$ cat config.mk
export PLATFORM = sky130hd
export DESIGN_NAME = instr_fetch_queue
export DESIGN_NICKNAME = d
export VERILOG_FILES = /design/src/rtl/instr_fetch_queue.sv
export SDC_FILE = /design/constraint.sdc
export NUM_CORES = 1
export LEC_CHECK = 0
export CAP_MARGIN = 20
export CELL_PAD_IN_SITES_DETAIL_PLACEMENT = 2
export CELL_PAD_IN_SITES_GLOBAL_PLACEMENT = 2
export CORE_MARGIN = 1.5
export CORE_UTILIZATION = 41
export CTS_CLUSTER_DIAMETER = 30
export DETAILED_ROUTE_END_ITERATION = 8
export HOLD_SLACK_MARGIN = 0.05
export PLACE_DENSITY_LB_ADDON = 0.1
export SYNTH_ARGS = -nofsm -noshare
export SYNTH_HDL_FRONTEND = slang
export SYNTH_SLANG_ARGS = --single-unit
export TNS_END_PERCENT = 20
$ cat constraint.sdc
create_clock -name clk -period 19.35 [get_ports clk]
set_input_delay 3.87 -clock clk [delete_from_list [all_inputs] [get_ports clk]]
set_output_delay 3.87 -clock clk [all_outputs]
set_load 0.05 [all_outputs]
$ cat src/rtl/instr_fetch_queue.sv
// instr_fetch_queue: owns the fetch PC, keeps pipelined in-order imem requests under a credit
// rule and buffers the responses in a DEPTH-entry FIFO for decode. Optional: IFQ_BYPASS_EN.

module instr_fetch_queue_chk #(
  parameter int OUT_W = 2,
  parameter int CNT_W = 3,
  parameter int DEPTH = 4
) (
  input logic             clk,
  input logic             rst,
  input logic             imem_rsp_valid,
  input logic [OUT_W-1:0] outstanding,
  input logic             push,
  input logic [CNT_W-1:0] occupancy
);
  rsp_without_request: assert property (@(posedge clk) disable iff (rst)
    imem_rsp_valid |-> (outstanding != OUT_W'(0)));
  push_into_full_fifo: assert property (@(posedge clk) disable iff (rst)
    push |-> (occupancy != CNT_W'(DEPTH)));
endmodule

module instr_fetch_queue #(
  parameter int              XLEN         = 32,
  parameter int              DEPTH        = 4,
  parameter int              MAX_INFLIGHT = 2,
  parameter logic [XLEN-1:0] RESET_PC     = '0
) (
  input  logic                       clk,
  input  logic                       rst,
  output logic                       imem_req_valid,
  input  logic                       imem_req_ready,
  output logic [XLEN-1:0]            imem_req_addr,
  input  logic                       imem_rsp_valid,
  input  logic [31:0]                imem_rsp_data,
  input  logic                       redirect_valid,
  input  logic [XLEN-1:0]            redirect_pc,
  output logic                       instr_valid,
  input  logic                       instr_ready,
  output logic [31:0]                instr_data,
  output logic [XLEN-1:0]            instr_pc,
  output logic [$clog2(DEPTH+1)-1:0] occupancy
);
  localparam int CNT_W = $clog2(DEPTH + 1);
  localparam int OUT_W = $clog2(MAX_INFLIGHT + 1);
  localparam int PTR_W = $clog2(DEPTH);
  localparam int SUM_W = CNT_W + OUT_W;

  logic [XLEN-1:0]  pc_q, pc_d, rsp_pc_q, rsp_pc_d;
  logic [OUT_W-1:0] outstanding_q, outstanding_d, drop_cnt_q, drop_cnt_d;
  logic [CNT_W-1:0] count_q, count_d;
  logic [PTR_W-1:0] rd_ptr_q, rd_ptr_d, wr_ptr_q, wr_ptr_d;
  logic [31:0]      data_mem_q [DEPTH];
  logic [XLEN-1:0]  pc_mem_q [DEPTH];

  logic             accept_s, rsp_fresh_s, bypass_s, push_s, pop_s, fifo_empty_s;
  logic [SUM_W-1:0] credit_s;

  function automatic logic [PTR_W-1:0] ptr_inc(input logic [PTR_W-1:0] p);
    if (p == PTR_W'(DEPTH - 1)) begin
      return PTR_W'(0);
    end else begin
      return p + PTR_W'(1);
    end
  endfunction

  // Credit rule: queued words plus words in flight never exceed the FIFO size.
  assign fifo_empty_s   = (count_q == CNT_W'(0));
  assign credit_s       = SUM_W'(count_q) + SUM_W'(outstanding_q);
  assign imem_req_valid = !rst && !redirect_valid
                          && (outstanding_q < OUT_W'(MAX_INFLIGHT))
                          && (credit_s < SUM_W'(DEPTH));
  assign imem_req_addr  = pc_q;
  assign accept_s       = imem_req_valid && imem_req_ready;
  assign rsp_fresh_s    = !rst && imem_rsp_valid && !redirect_valid && (drop_cnt_q == OUT_W'(0));

`ifdef IFQ_BYPASS_EN
  assign bypass_s = rsp_fresh_s && fifo_empty_s;
`else
  assign bypass_s = 1'b0;
`endif

  assign instr_valid = !redirect_valid && (!fifo_empty_s || bypass_s);
  assign instr_data  = bypass_s ? imem_rsp_data : data_mem_q[rd_ptr_q];
  assign instr_pc    = bypass_s ? rsp_pc_q : pc_mem_q[rd_ptr_q];
  assign occupancy   = count_q;
  assign pop_s       = instr_valid && instr_ready && !fifo_empty_s;
  assign push_s      = rsp_fresh_s && !(bypass_s && instr_ready);

  // Next-state: a redirect overrides every other update in the same cycle.
  always_comb begin
    pc_d          = pc_q;
    rsp_pc_d      = rsp_pc_q;
    outstanding_d = outstanding_q;
    drop_cnt_d    = drop_cnt_q;
    count_d       = count_q;
    rd_ptr_d      = rd_ptr_q;
    wr_ptr_d      = wr_ptr_q;
    if (redirect_valid) begin
      pc_d          = redirect_pc;
      rsp_pc_d      = redirect_pc;
      outstanding_d = outstanding_q - OUT_W'(imem_rsp_valid);
      drop_cnt_d    = outstanding_q - OUT_W'(imem_rsp_valid);
      count_d       = CNT_W'(0);
      rd_ptr_d      = PTR_W'(0);
      wr_ptr_d      = PTR_W'(0);
    end else begin
      if (accept_s) begin
        pc_d = pc_q + XLEN'(4);
      end else begin
        pc_d = pc_q;
      end
      outstanding_d = outstanding_q + OUT_W'(accept_s) - OUT_W'(imem_rsp_valid);
      if (imem_rsp_valid && (drop_cnt_q != OUT_W'(0))) begin
        drop_cnt_d = drop_cnt_q - OUT_W'(1);
      end else begin
        drop_cnt_d = drop_cnt_q;
      end
      if (rsp_fresh_s) begin
        rsp_pc_d = rsp_pc_q + XLEN'(4);
      end else begin
        rsp_pc_d = rsp_pc_q;
      end
      if (push_s) begin
        wr_ptr_d = ptr_inc(wr_ptr_q);
      end else begin
        wr_ptr_d = wr_ptr_q;
      end
      if (pop_s) begin
        rd_ptr_d = ptr_inc(rd_ptr_q);
      end else begin
        rd_ptr_d = rd_ptr_q;
      end
      count_d = count_q + CNT_W'(push_s) - CNT_W'(pop_s);
    end
  end

  // State and FIFO storage; storage is cleared so outputs read zero in reset.
  always_ff @(posedge clk or posedge rst) begin
    if (rst) begin
      pc_q          <= RESET_PC;
      rsp_pc_q      <= RESET_PC;
      outstanding_q <= OUT_W'(0);
      drop_cnt_q    <= OUT_W'(0);
      count_q       <= CNT_W'(0);
      rd_ptr_q      <= PTR_W'(0);
      wr_ptr_q      <= PTR_W'(0);
      for (int i = 0; i < DEPTH; i++) begin
        data_mem_q[i] <= 32'h0;
        pc_mem_q[i]   <= XLEN'(0);
      end
    end else begin
      pc_q          <= pc_d;
      rsp_pc_q      <= rsp_pc_d;
      outstanding_q <= outstanding_d;
      drop_cnt_q    <= drop_cnt_d;
      count_q       <= count_d;
      rd_ptr_q      <= rd_ptr_d;
      wr_ptr_q      <= wr_ptr_d;
      if (push_s) begin
        data_mem_q[wr_ptr_q] <= imem_rsp_data;
        pc_mem_q[wr_ptr_q]   <= rsp_pc_q;
      end else begin
        data_mem_q[wr_ptr_q] <= data_mem_q[wr_ptr_q];
        pc_mem_q[wr_ptr_q]   <= pc_mem_q[wr_ptr_q];
      end
    end
  end

  instr_fetch_queue_chk #(.OUT_W(OUT_W), .CNT_W(CNT_W), .DEPTH(DEPTH)) u_chk (
    .clk            (clk),
    .rst            (rst),
    .imem_rsp_valid (imem_rsp_valid),
    .outstanding    (outstanding_q),
    .push           (push_s),
    .occupancy      (count_q)
  );
endmodule

==> results of run 1 <==
## synth_stat cells, drive strengths merged (2+ instances only)
cell type  instances
dfrtp            331
nor2             280
a21oi            268
mux4             128
clkbuf            92
nand2             66
mux2i             64
o21ai             38
xnor2             28
buf               26
nand3             25
inv               22
nand4             22
and3              17
mux2              15
nor3              14
ha                13
xor2              13
o211ai             8
or4                8
o311ai             7
nor4               6
a31oi              5
and2               5
and4               4
nand2b             3
a21boi             2
a21o               2
nand3b             2
nor3b              2
o31a               2
or2                2
## worst register-to-register path, stage by stage (launching register included)
cell	delay, ps
dfrtp_4	850
buf_4	870
inv_1	330
ha_4	490
buf_4	520
nor2_1	280
a21oi_1	80
## routing by layer
metal / track usage / vias up / routed length (µm)
li1: - / 5917 / -
met2: 0.539 / 332 / 33200
met4: 0.0994 / 0 / 1440
met5: 0 / - / 0
met1: 0.359 / 7314 / 24400
met3: 0.0520 / 96 / 2470
## through the flow
step / hold slack (ps) / worst slack (ps) / cell area, µm² / power, µW
2_1_floorplan: 491 / 6310 / 16900 / 1850
3_3_place_gp: 511 / 9810 / 19000 / 2180
3_5_place_dp: 531 / 9830 / 19000 / 2240
4_1_cts: 542 / 9830 / 22300 / 3950
5_1_grt: 575 / 9760 / 22300 / 4080
6_report: 546 / 9840 / 22300 / 3920
## power breakdown
group / total (µW) / switching (µW) / internal [µW] / leakage (µW)
Sequential: 1070 / 194 / 878 / 0.00334
Clock: 1630 / 484 / 1140 / 0.00160
Combinational: 1220 / 735 / 482 / 0.00381
## cells in the final DEF (no fill, tap or decap), drive strengths merged, types with 6 or more instances in the layout
master	count
o21ai	38
xor2	13
nor3	14
mux4	128
a21oi	268
nand2	66
ha	13
nand4	22
or4	8
clkinv	20
bufinv	17
mux2	15
mux2i	64
and3	17
clkdlybuf4s50	169
nand3	25
dfrtp	331
o211ai	8
nor2	280
clkbuf	119
nor4	6
o311ai	7
inv	26
xnor2	28
clkinvlp	10
buf	17
## worst min path at each step
stage / start / endpoint / depth (start not counted) / slack, ps
finish: data_mem_q[36] / data_mem_q[36] / 2 / 550
global route: pc_mem_q[5] / pc_mem_q[5] / 2 / 570
CTS: imem_req_addr[0] / imem_req_addr[0] / 2 / 540
detailed placement: imem_req_addr[0] / imem_req_addr[0] / 2 / 530
global placement: imem_req_addr[1] / imem_req_addr[1] / 2 / 510
floorplan: rsp_pc_q[0] / rsp_pc_q[0] / 2 / 490
## registers in the layout (all words and copies together) (netlist names)
signal / cells
rsp_pc_q: 32
outstanding_q: 2
drop_cnt_q: 2
rd_ptr_q: 2
imem_req_addr: 32
occupancy: 3
data_mem_q: 128
pc_mem_q: 128
wr_ptr_q: 2
## kinds of logic (layout without fill, tap and decap cells)
logic type               Yosys count  in the layout
AO/OA/AOI/OAI                    337            337
XOR/XNOR                          41             41
adder cells (fa/ha/maj)           14             14
buffers and inverters            140            378
flip-flops                       331            331
multiplexers                     207            207
AND/OR/NAND/NOR                  460            460
## cell type report
| cell class | count | area [µm²] |
|---|---|---|
| clock inverters | 51 | 791 |
| fillers | 3858 | 18400 |
| clock buffers | 119 | 2520 |
| inverters | 22 | 90.1 |
| well taps | 532 | 666 |
| multi-input cells | 1059 | 8110 |
| flip-flops and latches | 331 | 8300 |
| repair buffers | 186 | 1850 |
==> metrics.txt, run 1 <==
drt first pass iters=5; simple-gate portion of the synthesized area=0.121; n_diodes=0; Setup CP Type=in -> out; Synth Area in Compound Gates=0.105; CP Cell Sequence=clkdlybuf4s50_1 > nor3_1 > and3_1 > clkdlybuf4s50_1; element type at the critical path start=input port; CP Capture Point=imem_req_valid; max-cap violation count=0; ys flop type=dfrtp_1; dpl cells=2129; P&R area growth vs syn=32.1%; nets=1776; starting density of the core=0.415; Post-Synth XOR/XNOR Area=0.0212; CTS tree=yes; fraction of layout cells with a size suffix above 1=0.190; R2R Path Start=wr_ptr_q[0]; FF+latch count, synth=331; Ys Warns=0; Worst Path Max Fanout=4; vias per inst=5.94; endpoint class of the critical path=primary output; postcts setup bufs=0; dominant cell type by area after synthesis=dfrtp_1; leading post-synthesis cells by cell area=dfrtp_1, mux4_2, a21oi_1, nor2_1, mux2i_1; Highest Clock Rate=105 MHz; status=finished, final reports clean; post-synth net total=1614; fin util=0.548; clk sinks=331; final number of setup-violating endpoints=0; setup TNS=0 ps; clock root buffer=clkbuf_16; Post-synth ARST share=1.00; RSZ-0062 raised after global routing=no; slowest CP cell=clkdlybuf4s50_1; Mapped Cells=1530; drt initial violations=654; mean post-synth cell area=11.0 µm²; first-pass GRT wire length=96.3 mm; critical path depth=4; synth unique cells=55; die outline width=206 µm; worst-margin pin slew=1140 ps; detailed-route via count=13700; CP arrival=5640 ps; Final Skew=19.8 ps; cell area after synthesis=0.0169 mm²; Worst VDD drop=0.000100 V; # rows=74; mux contribution to synthesized area=0.218; total die area=0.0425 mm²; Req. time, crit path=15480 ps; hold_buf cts=0; GRT Total Usage=0.299; H-tree Lvls=3; EDFF count, synth=0; Slew HR=0.238; total grt overflow=0; Total Routed Length=61.4 mm; drt drc=0; Finished Layout Cells=2300; DP HPWL=33.1 mm; Leak=0.00874 µW; Final min period=9510 ps; initial antenna violation count=0; main combinational cell family by area after synthesis=multiplexers; port bufs=170; slowest cell delay on critical path=800 ps; Final Max Slew Viols=0; Critical path buffers and inverters=2; Synth Area in Adders=0.0108; antenna viol nets, final=0; PostCTS Resize Cnt=0; RR Endpoint=data_mem_q[42]; clk slew on worst S/H paths=40 ps; Yosys top cell area share=0.490; wire per inst=26.7 µm; fin crit share=0.492; post-synthesis sequential area ratio=0.490; Core ar.=0.0407 mm²; # IOs=171; TritonCTS buffer count=92; RePlAce Congestion=0.804; Top delay family on crit path=buffers and inverters; r2r setup slk=15750 ps; pin count of the biggest net entering global routing=141; clk_lat worst skew=630 ps; crit path from=rst; Clock Path Buffers=3; R2R cell count=6; most frequent CP cell=clkdlybuf4s50_1; final hold viol count=0; Cell Pwr Density=175 mW/mm²; Vert. Die Dim=206 µm; Hold WC Path Type=reg -> reg; vias in the first global route=16200
Note: power is estimated with default switching activity, not from simulation.
==> run 2: changes to the inputs <==
--- a/config.mk
+++ b/config.mk
@@ -9,7 +9,7 @@
 export CELL_PAD_IN_SITES_DETAIL_PLACEMENT = 2
 export CELL_PAD_IN_SITES_GLOBAL_PLACEMENT = 2
 export CORE_MARGIN = 1.5
-export CORE_UTILIZATION = 41
+export CORE_UTILIZATION = 38
 export CTS_CLUSTER_DIAMETER = 30
 export DETAILED_ROUTE_END_ITERATION = 8
 export HOLD_SLACK_MARGIN = 0.05
==> constraint.sdc (replaced) <==
create_clock -name clk -period 9.81 [get_ports clk]
set_input_delay 1.962 -clock clk [delete_from_list [all_inputs] [get_ports clk]]
set_output_delay 1.962 -clock clk [all_outputs]
set_load 0.05 [all_outputs]
==> metrics.txt, run 2 (same netlist as run 1, synthesis figures left out) <==
RePlAce Congestion=0.784 (-2.4%); Most Crowded Layer GR=met2; nets=1779 (+0.17%); drt first pass iters=4 (-1); Core ar.=0.0440 mm² (+8.1%); hold_sp=pc_mem_q[5]; Setup CP Type=in -> out; Finished Layout Cells=2362 (+2.7%); Hold WC Path Type=reg -> reg; max-cap violation count=0 (unchanged); drt drc=0 (unchanged); worst-margin pin slew=1060 ps (-87.5 ps); P&R area growth vs syn=32.3%; setup TNS=0 ps (unchanged); Worst VDD drop=0.000186 V (+86%); drt initial violations=776 (+19%); TritonCTS buffer count=91 (-1.1%); dpl cells=2192 (+3.0%); biggest regs=data_mem_q: 128 flops, pc_mem_q: 128 flops; first-pass GRT wire length=90.3 mm (-6.2%); n_diodes=0 (unchanged); postcts setup bufs=0 (unchanged); vias in the first global route=15500 (-4.2%); RSZ-0062 raised after global routing=no; Fin Hold WS=547 ps (+1.48 ps); H-tree Lvls=3 (unchanged); Req. time, crit path=7850 ps (-7630 ps); antenna viol nets, final=0 (unchanged); Slew HR=0.296 (+0.0584); # rows=77 (+4.1%); element type at the critical path start=input port; wire per inst=24.5 µm (-8.3%); CP arrival=3730 ps (-1910 ps); final hold viol count=0 (unchanged); vias per inst=5.68 (-4.4%); Vert. Die Dim=214 µm (+3.8%); total die area=0.0458 mm² (+7.8%); clk sinks=331 (unchanged); GRT met2 Usage=0.459 (-0.0802); total grt overflow=0 (unchanged); Filler cells=4313 (+12%); Cell Pwr Density=338 mW/mm² (+92%); crit path from=rst; Highest Clock Rate=176 MHz; Final min period=5690 ps; GRT Total Usage=0.260 (-0.0385); Worst Path Max Fanout=4 (unchanged); PostCTS Resize Cnt=0 (unchanged); met1 Use GR=0.312 (-0.0477); R2R Path Start=wr_ptr_q[0]; final number of setup-violating endpoints=0 (unchanged); Final Skew=18.3 ps (-1.52 ps); Total Routed Length=57.8 mm (-5.8%); pin count of the biggest net entering global routing=87 (-38%); clk_lat worst skew=620 ps (about the same); status=finished, final reports clean; clk slew on worst S/H paths=40 ps (about the same); # IOs=171 (unchanged); CTS tree=yes; fraction of layout cells with a size suffix above 1=0.190 (-0.000215); fin util=0.508 (-0.0402); Clock Path Buffers=3 (unchanged); Final Max Slew Viols=0 (unchanged); Leak=0.00874 µW (about the same); starting density of the core=0.384 (-0.0310); r2r setup slk=6060 ps (-9690 ps); detailed-route via count=13400 (-1.8%); GRT met3 Usage=0.0592 (+0.00713); port bufs=170 (unchanged); hold_buf cts=0 (unchanged); initial antenna violation count=1 (+1); die outline width=214 µm (+3.8%); endpoint class of the critical path=primary output; commonest non-fill, non-tap cell in the layout=dfrtp_1; DP HPWL=33.4 mm (+0.91%); clock root buffer=clkbuf_16; commonest cells after routing, fill and taps aside=dfrtp_1, nor2_1, a21oi_1; fin crit share=0.580
[run 2: per-layer routing]
layer / up-vias / wire length (µm) / share of wire
li1: 5907 / - / -
met1: 7150 / 23500 / 0.41
met2: 241 / 30400 / 0.53
met3: 111 / 2340 / 0.040
met4: 2 / 1610 / 0.028
met5: - / 11 / 0.00019
[run 2: worst paths after layout]
check	to	cells past startpoint
min	pc_mem_q[5]	2
max	imem_req_valid	4
min in group asynchronous	imem_req_addr[27]	2
min reg2reg	pc_mem_q[5]	2
max in group asynchronous	data_mem_q[52]	4
max reg2reg	data_mem_q[15]	5
[run 2: layout make-up]
cell class              count  area (µm²)  area share
flip-flops and latches    331        8300       0.371
multi-input cells        1059        8110       0.363
clock buffers             126        2600       0.116
repair buffers            190        1890      0.0844
well taps                 592         741      0.0331
clock inverters            42         641      0.0286
inverters                  22        86.3     0.00386
[run 2: through the flow]
step	cell area (µm²)	power, µW	setup WS (ps)
floorplan	16900	3650	3430
global placement	19100	4320	4160
finish	22400	7550	4120
detailed placement	19100	4410	4120
global route	22400	7900	3880
CTS	22300	7640	4020
[run 2: power breakdown]
group | internal (µW) | leakage [µW] | total [µW] | switching [µW]
logic | 945 | 0.00383 | 2310 | 1370
registers | 1730 | 0.00334 | 2120 | 385
clock network | 2220 | 0.00157 | 3120 | 898
[run 2: critical path, cell delays in order]
cell	delay, ps
clkdlybuf4s50_1	510
nor3_1	250
and3_1	190
clkdlybuf4s50_1	820
